$ cat config.mk
export PLATFORM = sky130hd
export DESIGN_NAME = game_tick_scheduler
export DESIGN_NICKNAME = d
export VERILOG_FILES = /design/src/rtl/game_tick_scheduler.sv
export SDC_FILE = /design/constraint.sdc
export NUM_CORES = 1
export LEC_CHECK = 0
export BUFFER_PORTS_ARGS = -buffer_cell sky130_fd_sc_hd__buf_4
export CAP_MARGIN = 20
export CORE_UTILIZATION = 40
export CTS_CLUSTER_DIAMETER = 60
export DETAILED_ROUTE_END_ITERATION = 10
export HOLD_SLACK_MARGIN = 0.06
export MAX_ROUTING_LAYER = met4
export PLACE_DENSITY = 0.59
export SETUP_SLACK_MARGIN = 0.05
export SYNTH_ARGS = -nofsm -noshare
export SYNTH_HDL_FRONTEND = slang
export SYNTH_SLANG_ARGS = --single-unit
$ cat constraint.sdc
create_clock -name clk -period 3.1 [get_ports clk]
set_input_delay 0 -clock clk [delete_from_list [all_inputs] [get_ports clk]]
set_output_delay 0 -clock clk [all_outputs]
set_load 0.02 [all_outputs]
$ cat src/rtl/game_tick_scheduler.sv
// Frame-rate tick scheduler for a paddle/ball game: free-running frame prescaler
// plus an IDLE/RUN/SERVE/PAUSE controller gating paddle and ball update enables.
module game_tick_scheduler #(
   parameter int FRAME_DIV    = 833333,
   parameter int SERVE_FRAMES = 60
) (
   input  logic       clk,
   input  logic       rst,
   input  logic       start,
   input  logic       pause,
   input  logic       point_scored,
   input  logic       speed_up,
   output logic       frame_tick,
   output logic       paddle_tick,
   output logic       ball_tick,
   output logic [1:0] speed_level,
   output logic [1:0] state,
   output logic [7:0] serve_count
);

   localparam int             PW        = (FRAME_DIV > 2) ? $clog2(FRAME_DIV) : 1;
   localparam logic [PW-1:0]  PRE_MAX   = PW'(FRAME_DIV - 1);
   localparam logic [7:0]     SERVE_LD  = 8'(SERVE_FRAMES);

   typedef enum logic [1:0] {
      IDLE  = 2'd0,
      RUN   = 2'd1,
      SERVE = 2'd2,
      PAUSE = 2'd3
   } state_t;

   state_t        state_reg;
   state_t        resume_reg;
   logic [PW-1:0] prescaler_reg;
   logic [1:0]    ball_cnt_reg;
   logic [1:0]    speed_reg;
   logic [7:0]    serve_reg;
   logic          frame_tick_reg;
   logic          paddle_tick_reg;
   logic          ball_tick_reg;

   logic wrap;
   logic ball_due;
   logic active;

   assign wrap     = (prescaler_reg == PRE_MAX);
   // Threshold 3-level shortens the ball period as the level rises.
   assign ball_due = (ball_cnt_reg >= (2'd3 - speed_reg));
   assign active   = (state_reg == RUN) || (state_reg == SERVE);

   always_ff @(posedge clk) begin
      if (rst) begin
         prescaler_reg   <= '0;
         ball_cnt_reg    <= '0;
         speed_reg       <= '0;
         serve_reg       <= '0;
         frame_tick_reg  <= 1'b0;
         paddle_tick_reg <= 1'b0;
         ball_tick_reg   <= 1'b0;
         state_reg       <= IDLE;
         resume_reg      <= IDLE;
      end else begin
         prescaler_reg   <= wrap ? '0 : prescaler_reg + 1'b1;
         frame_tick_reg  <= wrap;
         paddle_tick_reg <= wrap && active;
         ball_tick_reg   <= wrap && (state_reg == RUN) && ball_due;

         if (speed_up && active && (speed_reg != 2'd3))
            speed_reg <= speed_reg + 2'd1;

         case (state_reg)
            IDLE: begin
               if (start) begin
                  state_reg <= SERVE;
                  serve_reg <= SERVE_LD;
                  speed_reg <= 2'd0;
               end
            end
            SERVE: begin
               // A pause landing on the expiring frame freezes the countdown.
               if (pause) begin
                  resume_reg <= SERVE;
                  state_reg  <= PAUSE;
               end else if (wrap) begin
                  if (serve_reg == 8'd1) begin
                     serve_reg    <= 8'd0;
                     ball_cnt_reg <= 2'd0;
                     state_reg    <= RUN;
                  end else begin
                     serve_reg <= serve_reg - 8'd1;
                  end
               end
            end
            RUN: begin
               if (point_scored) begin
                  state_reg <= SERVE;
                  serve_reg <= SERVE_LD;
               end else if (pause) begin
                  resume_reg <= RUN;
                  state_reg  <= PAUSE;
               end else if (wrap) begin
                  ball_cnt_reg <= ball_due ? 2'd0 : ball_cnt_reg + 2'd1;
               end
            end
            PAUSE: begin
               if (pause)
                  state_reg <= resume_reg;
            end
            default: state_reg <= IDLE;
         endcase
      end
   end

   assign frame_tick  = frame_tick_reg;
   assign paddle_tick = paddle_tick_reg;
   assign ball_tick   = ball_tick_reg;
   assign speed_level = speed_reg;
   assign state       = state_reg;
   assign serve_count = serve_reg;

endmodule
==> Yosys cells after proc, flatten, opt, wreduce, memory -nomap -nowiden <==
Index checks and enable logic that the tools add are counted.
{ "word_totals": {"ff_bits": 39, "input_bits": 6} }
{ "classes": {"n_reduce_logical": 14, "n_eq_ne": 20, "mux": 29, "n_lt_le_gt_ge": 1, "addsub": 5} }
{ "ops": {"columns": ["operator", "count"], "rows": [
  ["$mux W2", 20],
  ["$mux W8", 5],
  ["$pmux W8 S3", 1],
  ["$ne A2 B2 Y1 const B", 11],
  ["$add A20 B1 Y20 const B", 1],
  ["$eq A20 B20 Y1 const B", 1],
  ["$reduce_and A5 Y1", 2],
  ["$eq A8 B1 Y1 const B", 1],
  ["$pmux W2 S2", 2],
  ["$pmux W2 S4", 1],
  ["$sub A8 B1 Y8 const B", 1],
  ["$reduce_and A7 Y1", 1],
  ["$ne A3 B3 Y1 const B", 2],
  ["$logic_and A1 B1 Y1", 5],
  ["$add A2 B1 Y2 const B", 2],
  ["$eq A2 B2 Y1 const B", 2],
  ["$reduce_and A4 Y1", 1],
  ["$ne A3 B2 Y1 const B", 1],
  ["$reduce_bool A3 Y1", 1],
  ["$eq A2 B1 Y1 const B", 1],
  ["$ge A2 B2 Y1", 1],
  ["$logic_not A2 Y1", 1],
  ["$ne A2 B1 Y1 const B", 1],
  ["$reduce_bool A2 Y1", 1],
  ["3 further kinds", 3]
]} }

==> Longest topological paths before layout <==
{ "logic_depth": {"ltp_word": 7, "ltp_mapped": 8} }

==> Least setup slack after synthesis <==
No wires, ideal clock.
{ "synth_timing": {"path_type": "reg2reg", "from": "register state_reg[1], in the netlist state[1]", "to": "register serve_reg[5], in the netlist serve_count[5]", "path_slack_ns": 0.501, "stages_incl_launch_ff": 9, "arrival_time_ns": 2.466, "required_time_ns": 2.968, "period_less_slack_ns": 2.599, "path_cell_list": "dfxtp_1 -> inv_1 -> ha_1 -> nor2b_1 -> nor3b_1 -> or4b_4 -> clkbuf_1 -> o41ai_1 -> a21oi_1"} }
{ "synth_via": {"elab_chain_cells": 3, "elab_cells_between_ends": 10} }
{ "synth_lines": {"columns": ["element", "line_no", "text"], "rows": [
  ["start: declaration", "32", "state_t state_reg;"],
  ["start signal: assignment", "107", "state_reg <= resume_reg;"],
  ["$eq A2 B1 Y1 (tied with other cells)", "71", "case (state_reg)"],
  ["$ne A2 B2 Y1 (no source line) / $reduce_bool A3 Y1 (equally long branches)", null, null],
  ["$reduce_and A5 Y1 (no source line)", null, null],
  ["end signal: assignment", "90", "serve_reg <= serve_reg - 8'd1;"],
  ["end: declaration", "37", "logic [7:0] serve_reg;"]
]} }
Parallel ways exist; a longest one is shown, timed or not.
A chain may end at the register's enable or synchronous reset.

==> Worst setup path in the final report <==
{ "layout_timing": {"from": "register state_reg[1], in the netlist state[1]", "to": "register serve_reg[3], in the netlist serve_count[3]"} }
Same word-level chain as after synthesis.

==> impl_metrics.env <==
export IMPL_cts_tree="done"
export IMPL_min_to="resume_reg[0]"
export IMPL_syn_nets=269
export IMPL_layout_area_seq_um2=781
export IMPL_vias=1806
export IMPL_gp_congestion=0.865
export IMPL_yosysTopAreaCellShare_pct=36.5
export IMPL_reg2reg_from="state[1]"
export IMPL_clk_pin_slew_ns=0.08
export IMPL_postCtsSetupBuffers=0
export IMPL_grt_pass1_vias=1666
export IMPL_fin_total_pwr_w=0.00158
export IMPL_port_buffers=20
export IMPL_r2r_slack_ns=0.48
export IMPL_n_antenna_cell=0
export IMPL_synthTopCellsByArea="dfxtp_1, ha_1, nor2_1"
export IMPL_cts_sinks=39
export IMPL_core_um2=5140
export IMPL_hold_viol_final=0
export IMPL_min_period_over_period_pct=84.4
export IMPL_p_sw_share_pct=34.7
export IMPL_io_pins=21
export IMPL_wire_per_inst_um=12.5
export IMPL_ff2ff_path_depth=7
export IMPL_worst_slew_pin_slew_ns=0.769
export IMPL_htreeDepth=2
export IMPL_p_switching_w=0.000546
export IMPL_leakage_nw=0.939
export IMPL_initialDrtViolationCount=116
export IMPL_grt_max_degree=22
export IMPL_fin_ws_ns=0.483
export IMPL_cts_buffers=5
export IMPL_cp_max_fo=14
export IMPL_crit_type="register to register"
export IMPL_ys_seq_elements=39
export IMPL_setup_viol=0
export IMPL_cts_buffer_depth=2
export IMPL_syn_avg_cell_area_um2=8.56
export IMPL_period_needed_ns=2.62
export IMPL_rows=26
export IMPL_synthFlopType="dfxtp_1"
export IMPL_fmax_mhz=382
export IMPL_final_nets=290
export IMPL_ir_worst_vdd_uv=220
export IMPL_start_util_pct=41.7
export IMPL_clockRootBuffer="clkbuf_8"
export IMPL_max_slew_margin_rel_pct=48.8
export IMPL_cts_resized=0
export IMPL_route_detailed_drc=0
export IMPL_end_kind="register"
export IMPL_ant_nets=0
export IMPL_largest_reg_flops=20
export IMPL_worstHoldPathCells=4
export IMPL_grt_pass1_wl_um=7450
export IMPL_dpl_hpwl_um=3040
export IMPL_min_path_type="input port to register"
export IMPL_yosysWarnings=0
export IMPL_n_fill_cell=523
export IMPL_multi_input_area_um2=1260
export IMPL_syn_to_final_growth_pct=15.9
export IMPL_clock_latency_ns=0.29
export IMPL_hold_start="pause"
export IMPL_synth_most_common_cell="dfxtp_1"
export IMPL_grt_setup_unrepaired="false"
export IMPL_slew_viol_final=0
export IMPL_ys_seq_area_share_pct=36.5
export IMPL_synth_cell_types=47
export IMPL_fin_worst_skew_ns=0.0102
export IMPL_netlist_area_um2=2140
export IMPL_pre_cts_ws_ns=0.518
export IMPL_p_int_w=0.00103
export IMPL_worstPathArrival_ns=2.84
export IMPL_synth_common_cells="dfxtp_1, nor2_1, inv_1"
export IMPL_status="completed"
export IMPL_overflow=0
export IMPL_vias_per_cell=5.28
export IMPL_postCtsHoldBufs=2
export IMPL_power_share_sequential_pct=38.6
export IMPL_die_w_um=75.2
export IMPL_worstPathRequired_ns=3.33
export IMPL_firstDrtPassIters=4
export IMPL_layout_drive_gt1_share_pct=14.3
export IMPL_wirelength_um=4270
export IMPL_synth_edff_count=0
export IMPL_drv_cap=0
export IMPL_pwr_share_comb_pct=33.5
export IMPL_fp_dieH_um=75.2
export IMPL_r2r_end="serve_count[3]"
export IMPL_die_area_um2=5650
export IMPL_syn_inst=250
export IMPL_critPathLaunchType="register"
export IMPL_antenna_found_initial=0
export IMPL_synth_async_reset_ratio_pct=0
export IMPL_tns_ns=0
export IMPL_power_frac_clock_pct=27.9
export IMPL_grt_usage_pct=17.8
export IMPL_power_density_nw_per_um2=635
export IMPL_synth_area_leader_cell="dfxtp_1"
-- routing by layer --
metal	vias to the layer above	part of all wire, %	GRT usage [%]
met5	-	0	-
li1	924	-	-
met1	843	49	21.8
met2	32	46	29.1
met4	0	1.3	5.56
met3	7	3.4	4.02
-- cell type report --
cell class                      instances  area share (%)
Timing Repair Buffer                   23            7.16
Clock buffer                            6            3.33
Tap cell                               70            3.53
Clock inverter                          2            1.41
Sequential cell                        39            31.5
Inverter                               14            2.12
Multi-Input combinational cell        188            51.0
-- critical path: stages (launching register included) --
cell     delay, ns
dfxtp_1       0.43
inv_1         0.13
ha_1          0.28
nor2b_1       0.21
nor3b_1       0.26
or4b_4        0.59
or4_1         0.49
a31oi_1       0.16
-- per-stage QoR --
stage | cells | instance area [um2] | utilization [%] | hold slack (ns)
2_1_floorplan | 250 | 2140 | - | 0.190
4_1_cts | 342 | 2480 | 48.3 | 0.0638
3_5_place_dp | 332 | 2340 | 45.6 | 0.311
3_3_place_gp | 332 | 2340 | 45.6 | 0.319
5_1_grt | 342 | 2480 | 48.3 | 0.0960
6_report | 342 | 2480 | 48.3 | 0.0744
-- worst max path at each step --
stage	startpoint	endpoint	slack [ns]	cells past startpoint
after floorplan	state[1]	serve_count[5]	0.50	8
after global placement	state[1]	serve_count[3]	0.56	7
after detailed placement	state[1]	serve_count[3]	0.52	7
after CTS	state[1]	serve_count[3]	0.50	7
after global routing	state[1]	serve_count[3]	0.24	7
final	state[1]	serve_count[3]	0.48	7
-- power groups by stage --
stage	clock network [W]	logic, W	registers, W
after floorplan	0	0.000325	0.000653
after global placement	0	0.000524	0.000619
after detailed placement	0	0.000524	0.000620
after CTS	0.000454	0.000529	0.000608
after global routing	0.000472	0.000598	0.000618
final	0.000440	0.000528	0.000607
-- cell families after synthesis --
kind of cell | share of synthesized area (%)
simple gates | 31.0
compound gates | 12.3
flops | 36.5
buf+inv | 4.44
xor+xnor | 7.77
fa+ha+maj | 7.60
mux | 0.468
-- placed cells by master, fill, tap and decap left out, drive strengths merged, types with 3 or more instances in the layout --
cell type | netlist | final
a2111oi | 3 | 3
nand2 | 9 | 9
ha | 13 | 13
o21ai | 11 | 11
nor3 | 9 | 9
nor4b | 3 | 3
nor2b | 4 | 4
or2 | 3 | 3
nor2 | 32 | 32
o31ai | 3 | 3
a21oi | 12 | 12
buf | 1 | 21
inv | 14 | 14
and3 | 3 | 3
nand4 | 10 | 10
xnor2 | 11 | 11
xor2 | 8 | 8
nand3 | 8 | 8
nand2b | 7 | 7
clkbuf | 8 | 6
or3 | 6 | 6
or4 | 3 | 3
dfxtp | 39 | 39
and4 | 3 | 3
Note: power is estimated with default switching activity, not from simulation.
